### config.mk
export PLATFORM = sky130hd
export DESIGN_NAME = alu_rr_arbiter_flat
export DESIGN_NICKNAME = d
export VERILOG_FILES = /design/src/rtl/alu_rr_arbiter_if.sv /design/src/rtl/alu_rr_arbiter.sv /design/src/flat_wrapper.sv
export SDC_FILE = /design/constraint.sdc
export NUM_CORES = 1
export LEC_CHECK = 0
export ABC_AREA = 0
export ABC_CLOCK_PERIOD_IN_PS = 6470
export CAP_MARGIN = 20
export CORE_ASPECT_RATIO = 1.5
export CORE_MARGIN = 10
export CORE_UTILIZATION = 40
export CTS_BUF_LIST = sky130_fd_sc_hd__clkbuf_8
export DETAILED_ROUTE_END_ITERATION = 12
export SLEW_MARGIN = 20
export SYNTH_ARGS = -nofsm -noshare
export SYNTH_HDL_FRONTEND = slang
export SYNTH_SLANG_ARGS = --single-unit
### constraint.sdc
create_clock -name clk -period 6.47 [get_ports clk]
set_input_delay 1.6175 -clock clk [delete_from_list [all_inputs] [get_ports clk]]
set_output_delay 1.6175 -clock clk [all_outputs]
set_load 0.02 [all_outputs]
### src/rtl/alu_rr_arbiter_if.sv
// Command/response bundle between two ALU requesters, the arbiter and one response consumer.
interface alu_rr_arbiter_if #(
  parameter int n = 32
);
  logic         req0_valid;
  logic         req0_ready;
  logic [n-1:0] req0_op1;
  logic [n-1:0] req0_op2;
  logic [2:0]   req0_ctrl;
  logic         req1_valid;
  logic         req1_ready;
  logic [n-1:0] req1_op1;
  logic [n-1:0] req1_op2;
  logic [2:0]   req1_ctrl;
  logic         rsp_valid;
  logic         rsp_ready;
  logic         rsp_id;
  logic [n-1:0] rsp_result;
  logic         rsp_zero;
  logic         busy;

  // Requester/consumer side
  modport master (
    output req0_valid, req0_op1, req0_op2, req0_ctrl,
    output req1_valid, req1_op1, req1_op2, req1_ctrl,
    output rsp_ready,
    input  req0_ready, req1_ready, rsp_valid, rsp_id, rsp_result, rsp_zero, busy
  );

  // Arbiter side
  modport slave (
    input  req0_valid, req0_op1, req0_op2, req0_ctrl,
    input  req1_valid, req1_op1, req1_op2, req1_ctrl,
    input  rsp_ready,
    output req0_ready, req1_ready, rsp_valid, rsp_id, rsp_result, rsp_zero, busy
  );
endinterface

### src/rtl/alu_rr_arbiter.sv
// Two-requester round-robin arbiter in front of a single shared ALU.
// One command in flight: IDLE (grant/capture) -> EXEC (compute) -> RESP (hold until taken).
module alu_rr_arbiter #(
  parameter int n = 32
) (
  input  logic            clk,
  input  logic            rst_n,
  alu_rr_arbiter_if.slave bus
);

  typedef enum logic [1:0] {IDLE, EXEC, RESP} state_t;

  state_t       state, state_nxt;
  logic         last_grant;
  logic         grant_vld;
  logic         grant_id;

  logic [n-1:0] op1_p0;
  logic [n-1:0] op2_p0;
  logic [2:0]   ctrl_p0;
  logic         id_p0;

  logic [n-1:0] alu_res;
  logic [n-1:0] res_p1;
  logic         zero_p1;
  logic         id_p1;

  // All results wrap modulo 2^n; shifts fill with zeros.
  function automatic logic [n-1:0] alu_op(input logic [2:0] ctrl,
                                          input logic [n-1:0] a,
                                          input logic [n-1:0] b);
    logic [n-1:0] r;
    case (ctrl)
      3'b000:  r = a + b;
      3'b001:  r = a - b;
      3'b010:  r = a & b;
      3'b011:  r = a | b;
      3'b100:  r = a ^ b;
      3'b101:  r = a << 2;
      3'b110:  r = a >> 2;
      default: r = a + {{(n-1){1'b0}}, 1'b1};
    endcase
    return r;
  endfunction

  // Next state, round-robin grant and combinational ready strobes.
  // Grants are masked while rst_n is low so ready can never rise during reset.
  always_comb begin
    state_nxt      = state;
    grant_vld      = 1'b0;
    grant_id       = 1'b0;
    bus.req0_ready = 1'b0;
    bus.req1_ready = 1'b0;
    case (state)
      IDLE: begin
        if (rst_n) begin
          if (bus.req0_valid && bus.req1_valid) begin
            grant_vld = 1'b1;
            grant_id  = ~last_grant;
          end else if (bus.req0_valid) begin
            grant_vld = 1'b1;
            grant_id  = 1'b0;
          end else if (bus.req1_valid) begin
            grant_vld = 1'b1;
            grant_id  = 1'b1;
          end
        end
        bus.req0_ready = grant_vld & ~grant_id;
        bus.req1_ready = grant_vld &  grant_id;
        if (grant_vld) state_nxt = EXEC;
      end
      EXEC:    state_nxt = RESP;
      RESP:    if (bus.rsp_ready) state_nxt = IDLE;
      default: state_nxt = IDLE;
    endcase
  end

  // State register and last-grant pointer; pointer starts at 1 so requester 0 wins the first tie.
  always_ff @(posedge clk or negedge rst_n) begin
    if (!rst_n) begin
      state      <= IDLE;
      last_grant <= 1'b1;
    end else begin
      state <= state_nxt;
      if (grant_vld) last_grant <= grant_id;
    end
  end

  // ---- stage p0: capture the granted command so later requester changes cannot leak in ----
  always_ff @(posedge clk) begin
    if (grant_vld) begin
      op1_p0  <= grant_id ? bus.req1_op1  : bus.req0_op1;
      op2_p0  <= grant_id ? bus.req1_op2  : bus.req0_op2;
      ctrl_p0 <= grant_id ? bus.req1_ctrl : bus.req0_ctrl;
      id_p0   <= grant_id;
    end
  end

  assign alu_res = alu_op(ctrl_p0, op1_p0, op2_p0);

  // ---- stage p1: register result in EXEC; held untouched outside EXEC ----
  always_ff @(posedge clk or negedge rst_n) begin
    if (!rst_n) begin
      res_p1  <= '0;
      zero_p1 <= 1'b0;
      id_p1   <= 1'b0;
    end else if (state == EXEC) begin
      res_p1  <= alu_res;
      zero_p1 <= (alu_res == '0);
      id_p1   <= id_p0;
    end
  end

  assign bus.rsp_valid  = (state == RESP);
  assign bus.rsp_result = res_p1;
  assign bus.rsp_zero   = zero_p1;
  assign bus.rsp_id     = id_p1;
  assign bus.busy       = (state != IDLE);

endmodule

### src/flat_wrapper.sv
// flat-port wrapper written by rule: the top's interface ports become plain ports
module alu_rr_arbiter_flat 
#(
  parameter int n = 32
)
  (clk, rst_n, bus_req0_valid, bus_req0_op1, bus_req0_op2, bus_req0_ctrl, bus_req1_valid, bus_req1_op1, bus_req1_op2, bus_req1_ctrl, bus_rsp_ready, bus_req0_ready, bus_req1_ready, bus_rsp_valid, bus_rsp_id, bus_rsp_result, bus_rsp_zero, bus_busy);
  alu_rr_arbiter_if #(.n(n)) bus_i ();
  input  logic clk;
  input  logic rst_n;
  input wire logic [$bits(bus_i.req0_valid)-1:0] bus_req0_valid;
  input wire logic [$bits(bus_i.req0_op1)-1:0] bus_req0_op1;
  input wire logic [$bits(bus_i.req0_op2)-1:0] bus_req0_op2;
  input wire logic [$bits(bus_i.req0_ctrl)-1:0] bus_req0_ctrl;
  input wire logic [$bits(bus_i.req1_valid)-1:0] bus_req1_valid;
  input wire logic [$bits(bus_i.req1_op1)-1:0] bus_req1_op1;
  input wire logic [$bits(bus_i.req1_op2)-1:0] bus_req1_op2;
  input wire logic [$bits(bus_i.req1_ctrl)-1:0] bus_req1_ctrl;
  input wire logic [$bits(bus_i.rsp_ready)-1:0] bus_rsp_ready;
  output wire logic [$bits(bus_i.req0_ready)-1:0] bus_req0_ready;
  output wire logic [$bits(bus_i.req1_ready)-1:0] bus_req1_ready;
  output wire logic [$bits(bus_i.rsp_valid)-1:0] bus_rsp_valid;
  output wire logic [$bits(bus_i.rsp_id)-1:0] bus_rsp_id;
  output wire logic [$bits(bus_i.rsp_result)-1:0] bus_rsp_result;
  output wire logic [$bits(bus_i.rsp_zero)-1:0] bus_rsp_zero;
  output wire logic [$bits(bus_i.busy)-1:0] bus_busy;
  assign bus_i.req0_valid = bus_req0_valid;
  assign bus_i.req0_op1 = bus_req0_op1;
  assign bus_i.req0_op2 = bus_req0_op2;
  assign bus_i.req0_ctrl = bus_req0_ctrl;
  assign bus_i.req1_valid = bus_req1_valid;
  assign bus_i.req1_op1 = bus_req1_op1;
  assign bus_i.req1_op2 = bus_req1_op2;
  assign bus_i.req1_ctrl = bus_req1_ctrl;
  assign bus_i.rsp_ready = bus_rsp_ready;
  assign bus_req0_ready = bus_i.req0_ready;
  assign bus_req1_ready = bus_i.req1_ready;
  assign bus_rsp_valid = bus_i.rsp_valid;
  assign bus_rsp_id = bus_i.rsp_id;
  assign bus_rsp_result = bus_i.rsp_result;
  assign bus_rsp_zero = bus_i.rsp_zero;
  assign bus_busy = bus_i.busy;
  alu_rr_arbiter #(.n(n)) u_core (.clk(clk), .rst_n(rst_n), .bus(bus_i));
endmodule
==> results of run 1 <==
==> power breakdown <==
group	switching [mW]	internal [mW]
Combinational	0.908	0.670
Sequential	0.125	0.904
Clock	0.247	0.180
==> metal layers <==
metal	up-vias	wire length (um)
met5	-	0
met4	0	509
met3	27	1830
met2	276	14200
met1	4229	13800
li1	4611	-
==> cell families after synthesis <==
logic type	after synthesis
AO/OA/AOI/OAI	304
XOR/XNOR	48
adder cells (fa/ha/maj)	97
buffers and inverters	143
flip-flops	105
multiplexers	32
AND/OR/NAND/NOR	502
==> worst max-delay path by stage <==
stage                                            from                              end  slack (ns)  depth (start not counted)
after floorplan           u_core.ctrl_p0[0]$_DFFE_PP_  u_core.bus.rsp_zero$_DFFE_PN0N_        1.79                         22
after detailed placement               bus_req0_valid                   bus_req1_ready        1.62                          5
after global routing       u_core.op2_p0[4]$_DFFE_PP_  u_core.bus.rsp_zero$_DFFE_PN0N_        1.26                         18
final                      u_core.op2_p0[4]$_DFFE_PP_  u_core.bus.rsp_zero$_DFFE_PN0N_        1.60                         17
after CTS                              bus_req0_valid                   bus_req1_ready        1.62                          5
after global placement                 bus_req1_valid                   bus_req1_ready        1.63                          4
==> metrics by stage <==
step | setup slack (ns) | util (%) | power (mW) | std cells
3_5_place_dp | 1.62 | 49.2 | 2.62 | 1673
2_1_floorplan | 1.79 | - | 2.02 | 1231
4_1_cts | 1.62 | 50.1 | 3.06 | 1689
3_3_place_gp | 1.63 | 49.1 | 2.61 | 1672
5_1_grt | 1.26 | 50.1 | 3.27 | 1689
6_report | 1.60 | 50.1 | 3.03 | 1689
==> worst min-delay path, cell delays in order, from the launching register on <==
cell	delay [ns]
sky130_fd_sc_hd__dfrtp_1	0.35
sky130_fd_sc_hd__nand2_1	0.04
sky130_fd_sc_hd__o21ai_0	0.06
==> sequential cells by signal, indices dropped and copies added (netlist names) <==
name                   cells
u_core.ctrl_p0             3
u_core.bus.rsp_result     32
u_core.bus.rsp_id          1
u_core.last_grant          1
u_core.op1_p0             32
u_core.id_p0               1
u_core.op2_p0             32
u_core.state               2
u_core.bus.rsp_zero        1
==> placed cells by master, fill, tap and decap left out, types with 4 or more instances in the layout <==
master                            count
sky130_fd_sc_hd__a221oi_1             9
sky130_fd_sc_hd__a22oi_1             11
sky130_fd_sc_hd__nand4_1             14
sky130_fd_sc_hd__nand3_1             16
sky130_fd_sc_hd__clkdlybuf4s50_1    175
sky130_fd_sc_hd__nor2_1              84
sky130_fd_sc_hd__inv_1               74
sky130_fd_sc_hd__o21a_1              10
sky130_fd_sc_hd__or4_1                7
sky130_fd_sc_hd__a222oi_1             4
sky130_fd_sc_hd__ha_1                96
sky130_fd_sc_hd__o22ai_1             23
sky130_fd_sc_hd__and3_1               4
sky130_fd_sc_hd__a21o_1              11
sky130_fd_sc_hd__o211ai_1             4
sky130_fd_sc_hd__a31oi_1             13
sky130_fd_sc_hd__and2_1               4
sky130_fd_sc_hd__mux2i_1             29
sky130_fd_sc_hd__o21ai_0             72
sky130_fd_sc_hd__a22o_1               4
sky130_fd_sc_hd__clkbuf_8             9
sky130_fd_sc_hd__a211o_1              7
sky130_fd_sc_hd__edfxtp_1            68
sky130_fd_sc_hd__nor4_1              10
sky130_fd_sc_hd__nand2_1            299
sky130_fd_sc_hd__nor2b_1             13
sky130_fd_sc_hd__a21oi_1             74
sky130_fd_sc_hd__xnor2_1             40
sky130_fd_sc_hd__a41oi_1              4
sky130_fd_sc_hd__buf_4               14
sky130_fd_sc_hd__nor3_1              18
sky130_fd_sc_hd__nand2b_1            14
sky130_fd_sc_hd__xor2_1               7
sky130_fd_sc_hd__dfrtp_1             36
sky130_fd_sc_hd__a211oi_1            15
==> final cells by class <==
type / count / area share (%)
clock inverters: 7 / 0.590
inverters: 75 / 2.37
clock buffers: 9 / 1.04
repair buffers: 191 / 15.8
well taps: 319 / 3.36
multi-input cells: 983 / 51.8
flip-flops and latches: 105 / 25.0
==> impl_metrics.prom, run 1 <==
# TYPE chip_impl_metric gauge
chip_impl_metric{name="synth.mux.area_fraction",unit="%"} 3.35
chip_impl_metric{name="antenna_violations_before_repair",unit=""} 0
chip_impl_metric{name="place.gp.congestion",unit=""} 0.949
chip_impl_metric{name="worst-r2r-cell-count",unit=""} 17
chip_impl_metric{name="detail_route.wl_per_cell",unit="um"} 18.0
chip_impl_info{name="yosysMostFrequentCell",value="sky130_fd_sc_hd__nand2_1"} 1
chip_impl_metric{name="clock_tree_sinks",unit=""} 105
chip_impl_metric{name="post_drt_via_cell_ratio",unit=""} 5.41
chip_impl_metric{name="filler_cell_count",unit=""} 2334
chip_impl_metric{name="flow.area_growth_from_synthesis",unit="%"} 22.7
chip_impl_metric{name="grt_use_met1",unit="%"} 24.9
chip_impl_metric{name="cts-htree-levels",unit=""} 3
chip_impl_info{name="cpMaxStageDelayCell",value="sky130_fd_sc_hd__or4_4"} 1
chip_impl_metric{name="static-leakage-power",unit="nW"} 5.23
chip_impl_metric{name="seq_cell_area",unit="um^2"} 2970
chip_impl_metric{name="power.density",unit="nW/um^2"} 255
chip_impl_metric{name="worst_clock_skew",unit="ns"} 0.0194
chip_impl_metric{name="synth_sequential_area_ratio",unit="%"} 30.7
chip_impl_metric{name="detailed_place_hpwl",unit="um"} 24300
chip_impl_metric{name="timing.final.max_slew_violations",unit=""} 0
chip_impl_info{name="synth_largest_area_cell",value="sky130_fd_sc_hd__edfxtp_1"} 1
chip_impl_metric{name="stdcell_area",unit="um^2"} 11900
chip_impl_metric{name="fin_crit",unit="ns"} 4.87
chip_impl_info{name="timing.critical_path.cells",value="or4_4 > nor4_4 > and3_2 > nor2_1 > xnor2_1 > nor2_1 > ha_1 > a21o_1 > a31oi_1 > o21ai_0 > a21o_1 > a21oi_1 > a211o_1 > nand3_1 > a2111oi_0 > and4bb_1 > a32o_2"} 1
chip_impl_metric{name="drive_above_1_share",unit="%"} 4.09
chip_impl_metric{name="grt_start_max_net_pins",unit=""} 77
chip_impl_metric{name="yosys.area_share.xor_xnor",unit="%"} 4.42
chip_impl_metric{name="synth_cell_types",unit=""} 79
chip_impl_metric{name="fmaxAchievable",unit="MHz"} 205
chip_impl_metric{name="route.vias.total",unit=""} 9143
chip_impl_metric{name="synth-compound-area-share",unit="%"} 20.4
chip_impl_metric{name="timing.critical_path.buf_inv",unit=""} 0
chip_impl_metric{name="drcViolationCount",unit=""} 0
chip_impl_metric{name="finalHoldViolCount",unit=""} 0
chip_impl_metric{name="grt_overflow_total",unit=""} 0
chip_impl_info{name="r2r-end",value="u_core.bus.rsp_zero$_DFFE_PN0N_"} 1
chip_impl_info{name="clock-root-buffer",value="sky130_fd_sc_hd__clkbuf_8"} 1
chip_impl_info{name="min-delay-path-class",value="reg -> reg"} 1
chip_impl_metric{name="clk_pin_slew_worst_paths",unit="ns"} 0.10
chip_impl_metric{name="fin_setup_tns",unit="ns"} 0
chip_impl_metric{name="worst-endpoint-arrival",unit="ns"} 5.21
chip_impl_metric{name="worstMarginPinSlew",unit="ns"} 0.941
chip_impl_metric{name="max_cap_viol_count",unit=""} 0
chip_impl_metric{name="min_delay_path_depth",unit=""} 2
chip_impl_info{name="yosys-top-cells-count",value="sky130_fd_sc_hd__nand2_1 (299), sky130_fd_sc_hd__ha_1 (96), sky130_fd_sc_hd__nor2_1 (84), sky130_fd_sc_hd__a21oi_1 (74), sky130_fd_sc_hd__inv_1 (73)"} 1
chip_impl_metric{name="synthDominantCellAreaShare",unit="%"} 21.1
chip_impl_metric{name="cts_buffer_depth",unit=""} 2
chip_impl_metric{name="setup.reg_to_reg.worst_slack",unit="ns"} 1.60
chip_impl_info{name="holdPathEnd",value="u_core.bus.rsp_result[10]$_DFFE_PN0N_"} 1
chip_impl_metric{name="async_reset_ff_share",unit="%"} 35.2
chip_impl_info{name="critical-path-top-delay-family",value="compound AO/OA/AOI/OAI gates"} 1
chip_impl_metric{name="place.port_buffers",unit=""} 176
chip_impl_metric{name="worst_skew_pair.late_latency",unit="ns"} 0.41
chip_impl_metric{name="final.period_utilization",unit="%"} 75.3
chip_impl_metric{name="number_of_synthesized_flops_with_an_enable_pin",unit=""} 68
chip_impl_metric{name="post_cts_resized",unit=""} 0
chip_impl_metric{name="grt_usage",unit="%"} 19.1
chip_impl_metric{name="global_route.usage.met2",unit="%"} 31.4
chip_impl_metric{name="postSynthNetCount",unit=""} 1467
chip_impl_metric{name="syn_area",unit="um^2"} 9690
chip_impl_metric{name="floorplan.die.width",unit="um"} 147
chip_impl_metric{name="synthSimpleGateAreaFrac",unit="%"} 22.7
chip_impl_metric{name="floorplan.initialDensity",unit="%"} 40.8
chip_impl_metric{name="critical_path_peak_fanout",unit=""} 6
chip_impl_metric{name="peakVddDrop",unit="V"} 0.0000961
chip_impl_metric{name="worst_slew_margin_rel",unit="%"} 37.1
chip_impl_metric{name="cts_hold_buffers",unit=""} 0
chip_impl_metric{name="yosys.area_share.adder",unit="%"} 12.6
chip_impl_metric{name="combined_area_of_the_multi_input_logic_cells",unit="um^2"} 6160
chip_impl_info{name="critical_path.startpoint_type",value="register"} 1
chip_impl_metric{name="postCtsSetupBuffers",unit=""} 0
chip_impl_metric{name="grt_first_pass_wirelength",unit="um"} 48500
chip_impl_info{name="grt.busiest_layer",value="met2"} 1
chip_impl_info{name="worst_r2r_startpoint",value="u_core.op2_p0[4]$_DFFE_PP_"} 1
chip_impl_metric{name="synth_seq_cells",unit=""} 105
chip_impl_metric{name="antenna_cells",unit=""} 0
chip_impl_metric{name="worstPathRequired",unit="ns"} 6.81
chip_impl_info{name="unrepaired_setup_endpoints_after_global_routing",value="false"} 1
chip_impl_metric{name="routed_wirelength",unit="um"} 30300
chip_impl_metric{name="via_count_of_the_first_global_routing_pass",unit=""} 8977
chip_impl_info{name="outcome",value="finished, final reports clean"} 1
chip_impl_info{name="kind_of_capture_point_of_the_worst_setup_path",value="register"} 1
chip_impl_metric{name="clock_buffers_created_by_tritoncts",unit=""} 9
chip_impl_metric{name="drt_first_iter_violations",unit=""} 630
chip_impl_metric{name="antenna_left",unit=""} 0
chip_impl_metric{name="setup_violations_final",unit=""} 0
chip_impl_metric{name="fp-row-count",unit=""} 69
chip_impl_metric{name="die_area",unit="um^2"} 31000
chip_impl_metric{name="core_region_area",unit="um^2"} 23700
chip_impl_metric{name="num-nets-final",unit=""} 1601
chip_impl_info{name="synth_flop_cell",value="sky130_fd_sc_hd__edfxtp_1"} 1
chip_impl_metric{name="dpl_cell_area",unit="um^2"} 11700
chip_impl_metric{name="drt_first_pass_iters",unit=""} 7
chip_impl_info{name="cts_tree",value="yes"} 1
chip_impl_info{name="synth_top_cells_by_area",value="sky130_fd_sc_hd__edfxtp_1 (21%), sky130_fd_sc_hd__ha_1 (12%), sky130_fd_sc_hd__nand2_1 (12%)"} 1
chip_impl_info{name="dominant_combinational_cell_family_by_area_after_synthesis",value="simple AND/OR/NAND/NOR gates"} 1
chip_impl_metric{name="io_pins",unit=""} 177
chip_impl_metric{name="globalRouteMet3Util",unit="%"} 3.62
chip_impl_metric{name="timing.critical_path.slowest_cell_delay",unit="ns"} 0.60
chip_impl_metric{name="syn-mean-instance-area",unit="um^2"} 7.87
chip_impl_metric{name="die_h",unit="um"} 211
chip_impl_metric{name="fin_hold_ws",unit="ns"} 0.481
chip_impl_metric{name="synthesis.yosys.warnings",unit=""} 0
chip_impl_info{name="worstHoldStart",value="u_core.bus.rsp_result[10]$_DFFE_PN0N_"} 1
chip_impl_metric{name="postSynthCellCount",unit=""} 1231
chip_impl_info{name="critPathKind",value="reg -> reg"} 1
(Power assumes the default switching activity.)
==> run 2: changes to the inputs <==
Settings changed: ABC_CLOCK_PERIOD_IN_PS 6470 to 4840.
Clock period 6.47 ns to 4.84 ns, I/O delays scaled along.
==> impl_metrics.prom, run 2 (same netlist as run 1, synthesis figures left out) <==
# TYPE chip_impl_metric gauge
chip_impl_info{name="outcome",value="finished, final reports clean"} 1
chip_impl_metric{name="fin_crit",unit="ns"} 4.59
chip_impl_metric{name="detail_route.wl_per_cell",unit="um"} 18.0
chip_impl_metric{name="antenna_cells",unit=""} 0
chip_impl_metric{name="die_h",unit="um"} 211
chip_impl_metric{name="antenna_left",unit=""} 0
chip_impl_metric{name="worstMarginPinSlew",unit="ns"} 0.912
chip_impl_metric{name="fmaxAchievable",unit="MHz"} 218
chip_impl_metric{name="worstPathRequired",unit="ns"} 5.18
chip_impl_metric{name="fin_hold_ws",unit="ns"} 0.480
chip_impl_metric{name="worst_skew_pair.late_latency",unit="ns"} 0.42
chip_impl_metric{name="final_critical_path_setup_slack",unit="ns"} 0.252
chip_impl_info{name="layout_commonest_cell",value="sky130_fd_sc_hd__nand2_1"} 1
chip_impl_metric{name="place.port_buffers",unit=""} 176
chip_impl_metric{name="static-leakage-power",unit="nW"} 5.31
chip_impl_metric{name="fp-row-count",unit=""} 69
chip_impl_metric{name="drive_above_1_share",unit="%"} 5.56
chip_impl_metric{name="min_delay_path_depth",unit=""} 2
chip_impl_info{name="min-delay-path-class",value="reg -> reg"} 1
chip_impl_metric{name="power.density",unit="nW/um^2"} 341
chip_impl_info{name="critPathKind",value="reg -> reg"} 1
chip_impl_metric{name="flow.area_growth_from_synthesis",unit="%"} 24.1
chip_impl_metric{name="routed_wirelength",unit="um"} 30700
chip_impl_metric{name="route.vias.total",unit=""} 9081
chip_impl_metric{name="grt_first_pass_wirelength",unit="um"} 48300
chip_impl_metric{name="drcViolationCount",unit=""} 0
chip_impl_metric{name="num-nets-final",unit=""} 1616
chip_impl_metric{name="share_seq_of_total_power",unit="%"} 33.5
chip_impl_metric{name="grt_usage",unit="%"} 19.1
chip_impl_metric{name="die_area",unit="um^2"} 31000
chip_impl_metric{name="peakVddDrop",unit="V"} 0.000135
chip_impl_metric{name="stdcell_area",unit="um^2"} 12000
chip_impl_metric{name="finalHoldViolCount",unit=""} 0
chip_impl_metric{name="grt_overflow_total",unit=""} 0
chip_impl_metric{name="final.period_utilization",unit="%"} 94.8
chip_impl_metric{name="p_int",unit="mW"} 2.37
chip_impl_metric{name="grt_start_max_net_pins",unit=""} 110
chip_impl_metric{name="seq_cell_area",unit="um^2"} 2970
chip_impl_info{name="critical_path.startpoint_type",value="register"} 1
chip_impl_metric{name="final_core_util",unit="%"} 50.6
chip_impl_metric{name="worst-endpoint-arrival",unit="ns"} 4.93
chip_impl_info{name="setup.worst_path.start",value="u_core.op2_p0[4]$_DFFE_PP_"} 1
chip_impl_metric{name="io_pins",unit=""} 177
chip_impl_metric{name="pre_cts_slack",unit="ns"} 0.118
chip_impl_info{name="timing.critical_path.cells",value="or4_4 > nor2_2 > and3_1 > a41oi_1 > xnor2_1 > nor2_1 > ha_1 > nand2_1 > or4_1 > o21ai_1 > o21ai_0 > nand4_1 > nand3_1 > a2111oi_2 > and4bb_1 > a32o_2"} 1
chip_impl_metric{name="antenna_violations_before_repair",unit=""} 0
chip_impl_metric{name="worst_clock_skew",unit="ns"} 0.0237
chip_impl_metric{name="filler_cell_count",unit=""} 2382
chip_impl_metric{name="worst_slew_margin_rel",unit="%"} 39.2
chip_impl_info{name="cts_tree",value="yes"} 1
chip_impl_metric{name="via_count_of_the_first_global_routing_pass",unit=""} 8967
chip_impl_metric{name="power.share.combinational",unit="%"} 52.4
chip_impl_metric{name="floorplan.die.width",unit="um"} 147
chip_impl_metric{name="clock_tree_sinks",unit=""} 105
chip_impl_metric{name="dpl_cell_area",unit="um^2"} 11800
chip_impl_metric{name="p_clk_share",unit="%"} 14.0
chip_impl_info{name="cpMaxStageDelayCell",value="sky130_fd_sc_hd__or4_4"} 1
chip_impl_metric{name="floorplan.initialDensity",unit="%"} 40.8
chip_impl_metric{name="switching_share",unit="%"} 42.1
chip_impl_metric{name="detailed_place_hpwl",unit="um"} 24400
chip_impl_metric{name="fin_setup_tns",unit="ns"} 0
chip_impl_metric{name="setup_violations_final",unit=""} 0
chip_impl_info{name="kind_of_capture_point_of_the_worst_setup_path",value="register"} 1
chip_impl_metric{name="max_cap_viol_count",unit=""} 0
chip_impl_metric{name="core_region_area",unit="um^2"} 23700
chip_impl_metric{name="combined_area_of_the_multi_input_logic_cells",unit="um^2"} 6190
chip_impl_info{name="worstHoldStart",value="u_core.bus.rsp_result[7]$_DFFE_PN0N_"} 1
chip_impl_metric{name="timing.final.max_slew_violations",unit=""} 0
chip_impl_metric{name="place.gp.congestion",unit=""} 0.936
chip_impl_metric{name="worst-r2r-cell-count",unit=""} 16
chip_impl_metric{name="clock_buffers_created_by_tritoncts",unit=""} 9
chip_impl_metric{name="drt_first_pass_iters",unit=""} 5
chip_impl_info{name="unrepaired_setup_endpoints_after_global_routing",value="false"} 1
chip_impl_info{name="clock-root-buffer",value="sky130_fd_sc_hd__clkbuf_8"} 1
chip_impl_metric{name="drt_first_iter_violations",unit=""} 707
chip_impl_metric{name="power.switching",unit="mW"} 1.73
chip_impl_info{name="final_cell_mix",value="sky130_fd_sc_hd__nand2_1 (299), sky130_fd_sc_hd__clkdlybuf4s50_1 (175), sky130_fd_sc_hd__ha_1 (95)"} 1
chip_impl_metric{name="cts_buffer_depth",unit=""} 2
chip_impl_metric{name="timing.critical_path.slowest_cell_delay",unit="ns"} 0.60
chip_impl_metric{name="cts-htree-levels",unit=""} 3
chip_impl_metric{name="post_drt_via_cell_ratio",unit=""} 5.33
chip_impl_info{name="worst_r2r_startpoint",value="u_core.op2_p0[4]$_DFFE_PP_"} 1
chip_impl_metric{name="critical_path_peak_fanout",unit=""} 7
chip_impl_metric{name="cts_hold_buffers",unit=""} 0
chip_impl_metric{name="clk_pin_slew_worst_paths",unit="ns"} 0.10
run 2: changes by cell type in the layout (fill, tap and decap cells not counted), moves of 2 or more:
cell                     before  now
sky130_fd_sc_hd__nor4_1      10    8
sky130_fd_sc_hd__nor4_2       0    2
sky130_fd_sc_hd__inv_6        1    3
sky130_fd_sc_hd__buf_4       14   29
run 2: worst max-delay path, delay by kind of cell, from the launching register on:
family / cells / cell delay [ns]
compound gates: 5 / 1.18
xor+xnor: 1 / 0.17
fa+ha+maj: 1 / 0.45
flops: 1 / 0.49
simple gates: 9 / 2.22
run 2: worst paths after layout:
path                                                        endpoint  slack [ns]
max in group asynchronous            u_core.bus.rsp_zero$_DFFE_PN0N_        3.66
worst min register to register  u_core.bus.rsp_result[7]$_DFFE_PN0N_        0.48
worst max-delay path                 u_core.bus.rsp_zero$_DFFE_PN0N_        0.25
min in group asynchronous                u_core.state[1]$_DFFE_PN0P_        0.82
worst max register to register       u_core.bus.rsp_zero$_DFFE_PN0N_        0.25
worst min-delay path            u_core.bus.rsp_result[7]$_DFFE_PN0N_        0.48
run 2: power groups by stage:
stage	combinational (mW)	sequential (mW)	clock [mW]
2_1_floorplan	1.19	1.51	0
3_3_place_gp	2.13	1.39	0
3_5_place_dp	2.14	1.40	0
4_1_cts	2.15	1.38	0.597
5_1_grt	2.37	1.41	0.633
6_report	2.15	1.37	0.576
run 2: layer usage:
metal | vias to the layer above | share of wire [%] | track usage, %
li1 | 4641 | - | -
met1 | 4146 | 46 | 25.4
met2 | 268 | 46 | 30.5
met3 | 26 | 6.4 | 4.07
met4 | 0 | 1.9 | 5.86
met5 | - | 0 | 0
run 2: final cells by class:
class	instances	area share [%]
Clock buffer	9	1.03
Clock inverter	7	0.562
Inverter	75	2.34
Multi-Input combinational cell	983	51.5
Sequential cell	105	24.7
Tap cell	319	3.32
Timing Repair Buffer	206	16.6
run 2: timing repair:
item / in CTS / in global routing
setup endpoints to repair: 0 / 1
setup buffers: 0 / 2
hold endpoints to repair: 0 / 0
gates resized for setup: 0 / 7
run 2: per-stage QoR:
| stage | total power [mW] | cells |
|---|---|---|
| 2_1_floorplan | 2.70 | 1231 |
| 6_report | 4.10 | 1704 |
| 3_5_place_dp | 3.54 | 1686 |
| 3_3_place_gp | 3.52 | 1686 |
| 5_1_grt | 4.41 | 1704 |
| 4_1_cts | 4.12 | 1702 |
